$ cat src/rtl/sevenseg_capture.sv
// rtl/sevenseg_capture.sv - rebuilds a 32-bit hex word from a scanned seven-segment bus
// Each digit is debounced by a stability counter before it is written into the shadow word.
module sevenseg_capture #(
  parameter int STABLE_CYCLES = 4
) (
  input  logic        clock,
  input  logic        reset,
  input  logic [6:0]  segments,
  input  logic [7:0]  anodes,
  input  logic        clear,
  output logic [31:0] hex_out,
  output logic [7:0]  digit_mask,
  output logic        frame_valid,
  output logic        error
);

  localparam int CW = $clog2(STABLE_CYCLES + 1);
  localparam logic [CW-1:0] CMAX = CW'(STABLE_CYCLES);

  logic [14:0]   din;
  logic [14:0]   smp;
  logic [CW-1:0] cnt;
  logic          acc;
  logic [31:0]   shadow;

  logic          same;
  logic [7:0]    sel;
  logic          one_hot;
  logic          glyph_ok;
  logic [3:0]    nib;
  logic [31:0]   shadow_new;
  logic [7:0]    mask_new;

  assign din  = {anodes, segments};
  assign same = (din == smp);

  always_comb begin
    glyph_ok = 1'b1;
    nib      = 4'h0;
    case (smp[6:0])
      7'h40: nib = 4'h0;
      7'h79: nib = 4'h1;
      7'h24: nib = 4'h2;
      7'h30: nib = 4'h3;
      7'h19: nib = 4'h4;
      7'h12: nib = 4'h5;
      7'h02: nib = 4'h6;
      7'h78: nib = 4'h7;
      7'h00: nib = 4'h8;
      7'h10: nib = 4'h9;
      7'h08: nib = 4'hA;
      7'h03: nib = 4'hB;
      7'h46: nib = 4'hC;
      7'h21: nib = 4'hD;
      7'h06: nib = 4'hE;
      7'h0E: nib = 4'hF;
      default: glyph_ok = 1'b0;
    endcase
  end

  // sel is the set of selected digits; a single bit set means a legal scan position
  always_comb begin
    sel        = ~smp[14:7];
    one_hot    = (sel != 8'h00) && ((sel & (sel - 8'd1)) == 8'h00);
    shadow_new = shadow;
    for (int i = 0; i < 8; i++) begin
      if (sel[i]) shadow_new[4*i +: 4] = nib;
    end
    mask_new   = digit_mask | sel;
  end

  always_ff @(posedge clock) begin
    if (!reset) begin
      smp         <= '1;
      cnt         <= '0;
      acc         <= 1'b0;
      shadow      <= '0;
      hex_out     <= '0;
      digit_mask  <= '0;
      frame_valid <= 1'b0;
      error       <= 1'b0;
    end else begin
      smp         <= din;
      frame_valid <= 1'b0;
      if (!same)
        cnt <= CW'(1);
      else if (cnt < CMAX)
        cnt <= cnt + 1'b1;
      // fires only on the transition into saturation, so a held pattern accepts once
      acc <= same && (cnt == CMAX - 1'b1);

      if (clear) begin
        error      <= 1'b0;
        digit_mask <= '0;
        shadow     <= '0;
      end else if (acc && sel != 8'h00) begin
        if (!one_hot || !glyph_ok) begin
          error <= 1'b1;
        end else begin
          shadow <= shadow_new;
          if (mask_new == 8'hFF) begin
            hex_out     <= shadow_new;
            frame_valid <= 1'b1;
            digit_mask  <= '0;
          end else begin
            digit_mask <= mask_new;
          end
        end
      end
    end
  end

endmodule

$ cat config.mk
export PLATFORM = sky130hd
export DESIGN_NAME = sevenseg_capture
export DESIGN_NICKNAME = d
export VERILOG_FILES = /design/src/rtl/sevenseg_capture.sv
export SDC_FILE = /design/constraint.sdc
export NUM_CORES = 1
export LEC_CHECK = 0
export CORE_MARGIN = 10
export CORE_UTILIZATION = 50
export CTS_CLUSTER_DIAMETER = 120
export DETAILED_ROUTE_END_ITERATION = 8
export PLACE_DENSITY = 0.73
export SYNTH_ARGS = -nofsm -noshare
export SYNTH_HDL_FRONTEND = slang
export SYNTH_SLANG_ARGS = --single-unit
export TNS_END_PERCENT = 1
$ cat constraint.sdc
create_clock -name clock -period 2.9 [get_ports clock]
set_input_delay 0.29 -clock clock [delete_from_list [all_inputs] [get_ports clock]]
set_output_delay 0.29 -clock clock [all_outputs]
set_load 0.02 [all_outputs]
==> impl_metrics.tcl, run 1 <==
set metrics [dict create \
    synth_top_area_cell "dfxtp_1" \
    setup_violations 0 \
    synth-async-reset-ratio_pct 0 \
    startpoint_type "flop" \
    nFillCells 754 \
    clkTransAtPathRegs_ns 0.10 \
    synth.avg_cell_area_um2 9.38 \
    path_cells "nand2b_1 -> a211oi_1 -> a31oi_2 -> nor4_1 -> nand2_2 -> buf_4 -> mux2i_1" \
    p_leak_nw 2.13 \
    ctsHoldBuffers 0 \
    die_h_um 115 \
    clk_path_buf_depth 2 \
    ctsResizeCount 0 \
    total_power_mw 2.52 \
    critPathKind "flop to flop" \
    die_area_um2 13300 \
    rsz0062_at_grt "false" \
    crit_required_ns 3.20 \
    grt_max_degree 49 \
    period_minus_slack_ns 2.56 \
    wl_per_cell_um 18.2 \
    grt_pass1_wl_um 19000 \
    crit_path_top_delay_cell "a31oi_2" \
    ir_drop_mv 0.392 \
    root_buffer "clkbuf_8" \
    hold_viol_final 0 \
    syn_nets 504 \
    synth_most_common_cell "dfxtp_1" \
    cts_tree "yes" \
    start_util_pct 51.8 \
    antenna_left 0 \
    seq_power_share_pct 52.1 \
    grt_use_total_pct 17.6 \
    fin_crit_sh_pct 88.1 \
    fmax_mhz 391 \
    path_delay_family "compound AO/OA/AOI/OAI gates" \
    clock_sinks 93 \
    slew_viol_final 0 \
    syn2layout_area_growth_pct 18.9 \
    slowest_delay_ns 0.84 \
    finClkSkew_ns 0.0121 \
    slew_headroom_pct 27.2 \
    finalWirelength_um 11700 \
    cp-end-kind "flop" \
    p_per_area_nw_per_um2 467 \
    drive_gt1_share_pct 10.7 \
    crit_path_max_fanout 20 \
    ys_seq_area_share_pct 41.0 \
    cts_setup_buffers 0 \
    drcViolationCount 0 \
    grt_pass1_vias 3601 \
    cp.buffers_inverters 1 \
    synth.distinct_cells 55 \
    first_pass_iters 5 \
    cts-buffers-inserted 9 \
    setup_tns_ns 0 \
    maxCapViolCount 0 \
    netlist_area_um2 4540 \
    power.share.clock_pct 39.8 \
    hold_path.class "primary input to flop" \
    synth_edf_count 0 \
    fp.dieW_um 115 \
    antenna_found_initial 0 \
    vias_per_cell 5.81 \
    syn_inst 484 \
    drtIter0Drc 260 \
    synth_top_flop_cell "dfxtp_1" \
    p_int_mw 1.89 \
    row_count 34 \
    ys_ff_latch 93 \
    run_status "finished, final reports clean" \
    gp_congestion 0.836 \
    arrival_ns 2.85 \
    num_vias 3733 \
    max_slew.worst_pin.slew_ns 1.09 \
    htreeDepth 3 \
    n_antenna_cell 0 \
    clk_latency_ns 0.37 \
    synth_top_area_share_pct 41.0 \
    io_buffers 59 \
    overflow 0 \
    core_area_um2 8760 \
    io_pins 60 \
    ys_warn_count 0 \
    power_frac_comb_pct 8.1 \
    ys_top_cells_by_area "dfxtp_1 41%, mux2i_1 13%, nand2_1 6.0%, xnor2_1 3.1%, nor4_4 2.8%" \
    nNetsFinal 550 \
    switching_share_pct 25.2 \
    synth_commonest_cells "93 x dfxtp_1, 72 x nand2_1, 58 x mux2i_1" \
    ff2ff_setup_slack_ns 0.34 \
    p_sw_mw 0.635 \
    dp_hpwl_um 8340 \
]
[worst min-delay path: stages]
cell and delay [ns]:
buf_2 0.21, nand2_1 0.10, mux2i_1 0.06
[cells by family after synthesis]
family | share of synthesized area, %
AND/OR/NAND/NOR | 21.1
flip-flops | 41.0
AO/OA/AOI/OAI | 12.8
multiplexers | 14.8
buffers and inverters | 6.09
XOR/XNOR | 3.67
adder cells (fa/ha/maj) | 0.551
[cell usage in the layout (no fill, tap or decap), drive strengths merged, types with 3 or more instances in the layout]
cell type      instances
buf                   18
nor2                   3
a21oi                 12
nor3b                  3
dfxtp                 93
o21ai                 24
nand2b                20
or4                    3
nand4                 14
mux2i                 58
o22ai                  5
clkdlybuf4s50         58
xor2                   3
nor2b                  3
nor3                   3
nand2                 73
o211ai                 9
o21bai                16
a21boi                 4
clkbuf                10
nor4b                  3
xnor2                 16
mux2                   8
nor4                  13
o21a                   8
inv                   14
and3b                  3
nand3                 12
[power by group through the flow]
stage | Combinational [mW] | Clock, mW | Sequential, mW
finish | 0.204 | 1.00 | 1.32
global route | 0.221 | 1.05 | 1.32
CTS | 0.202 | 1.01 | 1.31
detailed placement | 0.201 | 0 | 1.34
global placement | 0.198 | 0 | 1.34
floorplan | 0.157 | 0 | 1.32
[cell type report]
type	instances	area, um2	area share (%)
clock inverters	6	93.8	1.74
flip-flops and latches	93	1860	34.5
well taps	108	135	2.50
multi-input cells	338	2410	44.6
inverters	12	45.0	0.835
clock buffers	10	138	2.55
repair buffers	76	713	13.2
[metrics by stage]
step | setup WS (ns) | utilization, % | instances | cell area (um2) | hold slack (ns)
detailed placement | 0.401 | 58.9 | 627 | 5160 | 0.445
global placement | 0.467 | 58.9 | 627 | 5160 | 0.442
global route | 0.173 | 61.6 | 643 | 5400 | 0.364
CTS | 0.370 | 61.6 | 643 | 5400 | 0.342
floorplan | 0.684 | - | 484 | 4540 | 0.391
finish | 0.344 | 61.6 | 643 | 5400 | 0.332
[layer usage]
metal	GRT usage (%)	share of wire [%]	vias up
met1	23.4	45	1788
met2	27.9	47	128
met5	0	0	-
li1	-	-	1803
met3	3.28	7.0	14
met4	5.86	1.4	0
[path summary, 6_finish.rpt]
kind	from	end	depth (start not counted)
setup / recovery	smp[11]$_SDFF_PN1_	hex_out[25]$_SDFFE_PN0P_	7
hold / removal	reset	hex_out[2]$_SDFFE_PN0P_	3
setup reg to reg	smp[11]$_SDFF_PN1_	hex_out[25]$_SDFFE_PN0P_	7
hold reg to reg	shadow[8]$_SDFFE_PP0P_	shadow[8]$_SDFFE_PP0P_	2
[sequential cells by signal, summed over array words and instances (netlist names)]
name,cells
hex_out,32
acc,1
smp,15
digit_mask,8
cnt,3
frame_valid,1
shadow,32
error,1
No activity file was read; power rests on OpenSTA's default activity.
==> run 2, diff against run 1 <==
SKIP_LAST_GASP = 1   (was default)
==> results of run 2 <==
Same layout as run 1: the final DEF is identical, and so are final timing and power.
==> run 3, diff against run 2 <==
--- a/config.mk
+++ b/config.mk
@@ -12,4 +12,5 @@
 export PLACE_DENSITY = 0.73
 export SKIP_LAST_GASP = 1
+export SLEW_MARGIN = 40
 export SYNTH_ARGS = -nofsm -noshare
 export SYNTH_HDL_FRONTEND = slang
==> constraint.sdc (replaced) <==
create_clock -name clock -period 2.9 [get_ports clock]
set_input_delay 0.29 -clock clock [delete_from_list [all_inputs] [get_ports clock]]
set_output_delay 0.29 -clock clock [all_outputs]
set_load 0.05 [all_outputs]
==> run 3 against run 2 <==
  * Via count rose by 0.80%
  * Clock power fell by 17%
  * Hold slack improved by 0.0062 ns
  * Power fell by 6.9%
  * Routed wire length fell by 0.65%
  * Combinational power barely moved
  * Largest power group unchanged
==> impl_metrics.tcl, run 3 (same netlist as run 1, synthesis figures left out) <==
set metrics [dict create \
    run_status "finished, final reports clean" \
    dp.cells 627 \
    dp_hpwl_um 8400 \
    row_count 34 \
    grt_pass1_vias 3757 \
    fin_crit_sh_pct 88.6 \
    wl_per_cell_um 18.1 \
    hold_path.class "primary input to flop" \
    period_minus_slack_ns 2.57 \
    p_per_area_nw_per_um2 439 \
    p_sw_mw 0.636 \
    r2r_end "shadow[30]$_SDFFE_PP0P_" \
    routed-wl-met2_um 5410 \
    multiInputGateArea_um2 2420 \
    min_delay_path_depth 3 \
    crit_path_max_fanout 15 \
    wl_met3_um 772 \
    die_area_um2 13300 \
    wl_met1_um 5250 \
    grt_pass1_wl_um 18800 \
    core_area_um2 8760 \
    power.share.clock_pct 35.2 \
    worst_slack_ns 0.331 \
    crit_required_ns 3.19 \
    hold_path_startpoint "reset" \
    gp_congestion 0.836 \
    io_buffers 59 \
    slew_viol_final 0 \
    hold_viol_final 0 \
    drtIter0Drc 270 \
    antenna_left 0 \
    cp-end-kind "flop" \
    cts-buffers-inserted 9 \
    n_antenna_cell 0 \
    p_leak_nw 2.11 \
    switching_share_pct 27.1 \
    clock_sinks 93 \
    setup_violations 0 \
    cts_setup_buffers 0 \
    arrival_ns 2.86 \
    rsz0062_at_grt "false" \
    clk_latency_ns 0.36 \
    fmax_mhz 389 \
    htreeDepth 3 \
    syn2layout_area_growth_pct 18.0 \
    start_util_pct 51.8 \
    topRoutingLayerUsed "met4" \
    nFillCells 754 \
    first_pass_iters 5 \
    min_to "hex_out[4]$_SDFFE_PN0P_" \
    power_frac_comb_pct 8.8 \
    timing.hold.ws_ns 0.338 \
    nNetsFinal 550 \
    final_common_cell "dfxtp_1" \
    drive_gt1_share_pct 10.7 \
    cts_tree "yes" \
    ctsResizeCount 0 \
    overflow 0 \
    antenna_found_initial 0 \
    maxCapViolCount 0 \
    timing.rr.start "smp[2]$_SDFF_PN1_" \
    setup_tns_ns 0 \
    layoutNonFillerInstCount 643 \
    ir_drop_mv 0.298 \
    max_slew.worst_pin.slew_ns 0.690 \
    clkTransAtPathRegs_ns 0.10 \
    r2r_cells 7 \
    p_int_mw 1.71 \
    vias_per_cell 5.85 \
    fp.dieW_um 115 \
    ctsHoldBuffers 0 \
    clk_path_buf_depth 2 \
    dpl_cell_area_um2 5170 \
    reg_top3 "hex_out (32), shadow (32), smp (15)" \
    slew_headroom_pct 53.9 \
    ff2ff_setup_slack_ns 0.33 \
    root_buffer "clkbuf_8" \
    final_cell_mix "93 x dfxtp_1, 71 x nand2_1, 58 x mux2i_1, 58 x clkdlybuf4s50_1, 24 x o21ai_0" \
    finClkSkew_ns 0.0140 \
    seq_area_um2 1860 \
    io_pins 60 \
    critPathKind "flop to flop" \
    num_vias 3763 \
    grt_use_total_pct 17.4 \
    grt_max_degree 49 \
    place_ws_ns 0.421 \
    finalWirelength_um 11600 \
    seq_power_share_pct 56.0 \
    startpoint_type "flop" \
    final_area_um2 5360 \
    die_h_um 115 \
    drcViolationCount 0 \
]
-- run 3: cell count changes in the layout (fill, tap and decap cells not counted), sizes merged --
cell      change
clkinv        +1
clkinvlp      +1
bufinv        -2
-- run 3: worst max-delay path by stage --
stage / startpoint / slack [ns] / to
2_1_floorplan: smp[1]$_SDFF_PN1_ / 0.68 / shadow[14]$_SDFFE_PP0P_
3_5_place_dp: smp[2]$_SDFF_PN1_ / 0.42 / shadow[4]$_SDFFE_PP0P_
4_1_cts: smp[2]$_SDFF_PN1_ / 0.38 / shadow[30]$_SDFFE_PP0P_
6_report: smp[2]$_SDFF_PN1_ / 0.33 / shadow[30]$_SDFFE_PP0P_
5_1_grt: smp[6]$_SDFF_PN1_ / 0.13 / shadow[30]$_SDFFE_PP0P_
3_3_place_gp: smp[11]$_SDFF_PN1_ / 0.47 / hex_out[20]$_SDFFE_PN0P_
-- run 3: metrics by stage --
step,util (%),power (mW)
floorplan,-,1.48
global placement,58.9,1.54
detailed placement,59.0,1.55
CTS,61.1,2.35
global route,61.1,2.42
finish,61.1,2.35
-- run 3: routing by layer --
metal	GRT usage, %	up-vias
li1	-	1802
met1	22.6	1831
met2	27.7	114
met3	4.27	16
met4	5.45	0
met5	0	-
-- run 3: power by group through the flow --
stage	Combinational, mW	Sequential, mW	Clock, mW
6_report	0.207	1.32	0.827
5_1_grt	0.223	1.32	0.879
4_1_cts	0.205	1.31	0.834
3_5_place_dp	0.204	1.34	0
3_3_place_gp	0.198	1.34	0
2_1_floorplan	0.157	1.32	0
-- run 3: area by class of cell --
class	count	share of cell area, %
Multi-Input combinational cell	338	45.1
Sequential cell	93	34.8
Timing Repair Buffer	76	13.3
Clock buffer	10	2.57
Tap cell	108	2.52
Clock inverter	6	0.864
Inverter	12	0.841
-- run 3: worst max-delay path, stage by stage (launching register included) --
cell and delay, ns:
dfxtp_1 0.65, nor4bb_1 0.36, a22oi_1 0.15, and2_1 0.20, and4_4 0.26, buf_4 0.19
nor4_4 0.41, mux2i_1 0.25
